$ cat src/rtl/pc_gen.sv
// Program-counter generator: holds the fetch PC, picks the next PC from
// sequential/redirect/trap/mret sources, saves the exception PC and counts retires.
module pc_gen #(
    parameter int                 XLEN         = 32,
    parameter logic [XLEN-1:0]    RESET_VECTOR = '0,
    parameter logic [XLEN-1:0]    TRAP_VECTOR  = XLEN'(32'h0000_0100),
    parameter int                 IALIGN       = 4,
    parameter int                 CNT_W        = 32
) (
    input  logic             clk,
    input  logic             reset,
    input  logic             stall,
    input  logic             redirect_valid,
    input  logic [XLEN-1:0]  redirect_target,
    input  logic             trap,
    input  logic             mret,
    output logic [XLEN-1:0]  pc,
    output logic [XLEN-1:0]  pc_plus4,
    output logic [XLEN-1:0]  epc,
    output logic             fetch_valid,
    output logic             in_trap,
    output logic [1:0]       cause,
    output logic [CNT_W-1:0] retire_count
);

    typedef enum logic [1:0] {
        BOOT = 2'd0,
        RUN  = 2'd1,
        TRAP = 2'd2
    } state_t;

    localparam logic [XLEN-1:0] PC_STEP = XLEN'(4);

    state_t state;
    logic   misaligned;
    logic   bad_redirect;
    logic   retire_en;

    always_comb begin
        misaligned = 1'b0;
        if (IALIGN == 2)
            misaligned = redirect_target[0];
        else
            misaligned = |redirect_target[1:0];
    end

    assign pc_plus4     = pc + PC_STEP;
    assign bad_redirect = redirect_valid && misaligned;
    // fetch_valid is only high in RUN/TRAP, so BOOT never retires.
    assign retire_en    = fetch_valid && !stall && !trap && !bad_redirect;

    always_ff @(posedge clk) begin
        if (reset) begin
            state        <= BOOT;
            pc           <= RESET_VECTOR;
            epc          <= '0;
            fetch_valid  <= 1'b0;
            in_trap      <= 1'b0;
            cause        <= 2'd0;
            retire_count <= '0;
        end else begin
            case (state)
                BOOT: begin
                    state       <= RUN;
                    fetch_valid <= 1'b1;
                    in_trap     <= 1'b0;
                    cause       <= 2'd0;
                end
                RUN, TRAP: begin
                    if (trap || (bad_redirect && !stall)) begin
                        pc      <= TRAP_VECTOR;
                        cause   <= trap ? 2'd1 : 2'd2;
                        // A nested trap keeps the epc of the original fault.
                        if (state == RUN)
                            epc <= pc;
                        state   <= TRAP;
                        in_trap <= 1'b1;
                    end else if (!stall) begin
                        cause <= 2'd0;
                        if (state == TRAP && mret) begin
                            pc      <= epc;
                            state   <= RUN;
                            in_trap <= 1'b0;
                        end else if (redirect_valid) begin
                            pc <= redirect_target;
                        end else begin
                            pc <= pc_plus4;
                        end
                    end
                    if (retire_en)
                        retire_count <= retire_count + CNT_W'(1);
                end
                default: begin
                    state       <= BOOT;
                    fetch_valid <= 1'b0;
                    in_trap     <= 1'b0;
                    cause       <= 2'd0;
                end
            endcase
        end
    end

endmodule

$ cat config.mk
export PLATFORM = sky130hd
export DESIGN_NAME = pc_gen
export DESIGN_NICKNAME = d
export VERILOG_FILES = /design/src/rtl/pc_gen.sv
export SDC_FILE = /design/constraint.sdc
export NUM_CORES = 1
export LEC_CHECK = 0
export ABC_AREA = 1
export CAP_MARGIN = 20
export CORE_MARGIN = 10
export CORE_UTILIZATION = 53
export DETAILED_ROUTE_END_ITERATION = 8
export HOLD_SLACK_MARGIN = 0.15
export PLACE_DENSITY = 0.94
export SLEW_MARGIN = 20
export SYNTH_ARGS = -nofsm -noshare
export SYNTH_HDL_FRONTEND = slang
export SYNTH_SLANG_ARGS = --single-unit
export TNS_END_PERCENT = 50
$ cat constraint.sdc
create_clock -name clk -period 4 [get_ports clk]
set_clock_uncertainty 0.2 [all_clocks]
set_input_delay 0.8 -clock clk [delete_from_list [all_inputs] [get_ports clk]]
set_output_delay 0.8 -clock clk [all_outputs]
set_load 0.01 [all_outputs]
==> results.sh <==
export IMPL_status="complete, no violations"
export IMPL_slew_headroom=0.3234
export IMPL_worst_pin_slew_ps=1014
export IMPL_area_growth_pct=33.86
export IMPL_maxCapViolCount=0
export IMPL_rsz0062_at_grt="false"
export IMPL_grt_pass1_vias=6786
export IMPL_grt_max_degree=55
export IMPL_avgSynthCellArea_sq_um=6.176
export IMPL_switchingPower_mw=1.204
export IMPL_cts_resized=0
export IMPL_gr_usage_met3=0.06328
export IMPL_cts_setup_buffers=0
export IMPL_setup_ws_ps=597.0
export IMPL_seqPwrFrac=0.386
export IMPL_placedCellCount=1271
export IMPL_min_period_ps=3403
export IMPL_drt_iter0_drc=767
export IMPL_initial_core_util=0.5373
export IMPL_antenna_found_initial=0
export IMPL_wire_per_inst_microns=16.23
export IMPL_hold_class="flip-flop to flip-flop"
export IMPL_via_count=7007
export IMPL_routabilityCongestion=0.9629
export IMPL_wl_microns=20880
export IMPL_use_met2=0.4016
export IMPL_dr_pass1_iters=5
export IMPL_insertedDiodeCount=0
export IMPL_synthTopCellsByArea="dfxtp_1 33%, nand2_1 20%, a21oi_1 8.6%, nor2_1 7.1%, inv_1 6.3%"
export IMPL_worst_endpoint_required_ps=3000
export IMPL_gr_total_overflow=0
export IMPL_ys_types=37
export IMPL_hpwl_microns=15130
export IMPL_slew_violations=0
export IMPL_start_kind="flip-flop"
export IMPL_final_common_cell="nand2_1"
export IMPL_pre_cts_slack_ps=788.0
export IMPL_final_cell_mix="330 x nand2_1, 168 x clkdlybuf4s50_1, 116 x nor2_1"
export IMPL_grt_busiest_layer="met2"
export IMPL_nets=1183
export IMPL_crit_type="flip-flop to output pin"
export IMPL_cts_reportedPaths_clkPinSlew_ps=80
export IMPL_switching_share=0.3590
export IMPL_postRouteAntennaNets=0
export IMPL_cts_tree="built"
export IMPL_clock_latency_ps=350
export IMPL_grt_usage=0.2510
export IMPL_critPathArrivalTime_ps=2400
export IMPL_vias_per_cell=5.444
export IMPL_cp_max_fo=7
export IMPL_ys_warn_count=0
export IMPL_cts_hold_fix_buffers=0
export IMPL_fmax_ghz=0.2939
export IMPL_pwr_share_comb=0.337
export IMPL_syn_area_sq_mm=0.006108
export IMPL_drive_gt1_frac=0.05332
export IMPL_synth_top_area_share=0.3343
export IMPL_hold_viol_final=0
export IMPL_setup_violations=0
export IMPL_synth_top_area_cell="dfxtp_1"
export IMPL_htree_levels=3
export IMPL_synth_seq_area_share=0.3343
export IMPL_die_w_microns=127.4
export IMPL_grt_use_met1=0.3078
export IMPL_drc=0
export IMPL_leakage_nw=3.152
export IMPL_cts_buffers=9
export IMPL_crit_path_end_kind="output pin"
export IMPL_die_h_microns=127.4
export IMPL_ioPinCount=170
export IMPL_ir_drop_uv=310.8
export IMPL_row_count=39
export IMPL_power_density_mw_per_mm2=410.3
export IMPL_io_buffer_count=169
export IMPL_clockRootBuffer="clkbuf_16"
export IMPL_fin_tns_setup_ps=0
export IMPL_p_int_mw=2.151
export IMPL_clk_path_buf_depth=2
export IMPL_synth_nets=1033
export IMPL_instances_no_fill=1287
export IMPL_power_frac_clock=0.277
export IMPL_finalCritPeriodShare=0.8508
export IMPL_grt_pass1_wl_microns=33910
export IMPL_cts_sinks=102
export IMPL_synth_seq_cells=102
export IMPL_die_area_sq_mm=0.01622
export IMPL_syn_inst=989
export IMPL_core_area_sq_mm=0.01137
[per-stage QoR]
step             util  area [sq um]  total power, mW  hold WS (ps)
3_3_place_gp   0.6920          7868            2.409         253.4
4_1_cts        0.7192          8177            3.341         270.4
5_1_grt        0.7192          8177            3.526         301.5
6_report       0.7192          8177            3.355         272.1
3_5_place_dp   0.6920          7868            2.432         259.5
2_1_floorplan       -          6108            1.898         274.2
[worst max-delay path: stages, from the launching register on]
cell             delay, ps
dfxtp_1                560
nand2_1                160
nor2_1                 200
nand2_1                130
nor2_4                 210
nand3b_1               110
nand2_1                110
clkdlybuf4s50_1        560
[flip-flops by register name (all words and copies together), names as in the netlist]
signal	flops
epc	32
pc	32
retire_count	32
cause	2
state	2
fetch_valid	1
in_trap	1
[cell families (layout without fill, tap and decap cells)]
| kind of cell | Yosys count | in the layout | synth area share |
|---|---|---|---|
| DFF | 102 | 102 | 0.3343 |
| adders and majority gates | 6 | 6 | 0.01229 |
| and+or+nand+nor | 542 | 542 | 0.3751 |
| buffers and inverters | 148 | 303 | 0.09484 |
| AOI/OAI and AO/OA | 166 | 166 | 0.1415 |
| xor gates and xnor gates | 25 | 25 | 0.04199 |
[cell type report]
type                    count  area, sq um
flip-flops and latches    102         2042
multi-input cells         739         3487
well taps                 143        178.9
inverters                 110        412.9
clock inverters             6        70.07
fillers                   946         3193
clock buffers              10        239.0
repair buffers            177         1747
[metal layers]
layer  vias to the layer above  part of all wire
li1                       3403                 -
met1                      3175              0.40
met2                       372              0.46
met3                        57              0.11
met4                         0             0.033
met5                         -                 0
[power groups by stage]
stage | sequential [mW] | combinational, mW | clock [mW]
after floorplan | 1.34 | 0.553 | 0
after global placement | 1.31 | 1.10 | 0
after detailed placement | 1.31 | 1.12 | 0
after CTS | 1.29 | 1.13 | 0.923
after global routing | 1.31 | 1.24 | 0.969
final | 1.30 | 1.13 | 0.930
[final timing paths]
path	startpoint	end	slack [ps]	cells past startpoint
max	pc[16]	pc_plus4[25]	600	7
max reg2reg	state[0]	retire_count[23]	1490	10
min	epc[22]	epc[22]	270	2
min reg2reg	epc[22]	epc[22]	270	2
[synthesized netlist by cell type]
master,count
a31oi_1,1
nand3b_1,3
a21boi_0,1
nand2_4,1
buf_4,5
o211ai_1,5
clkinv_1,2
clkbuf_1,24
nor2_2,3
o21a_1,2
nor2_4,8
xnor2_1,7
nand3_1,45
o21ai_1,1
o21ai_0,47
xor2_2,5
nor3_1,13
buf_1,5
nand3_4,1
ha_1,6
a21oi_2,2
buf_2,4
nor2_8,1
a211oi_1,1
xor2_1,13
inv_1,102
or2_2,1
nand4_4,1
a21oi_1,105
inv_2,6
nor2_1,116
nand4_1,4
and2_1,8
o21bai_1,1
nand2_2,7
dfxtp_1,102
nand2_1,330
Note: power is estimated with default switching activity, not from simulation.
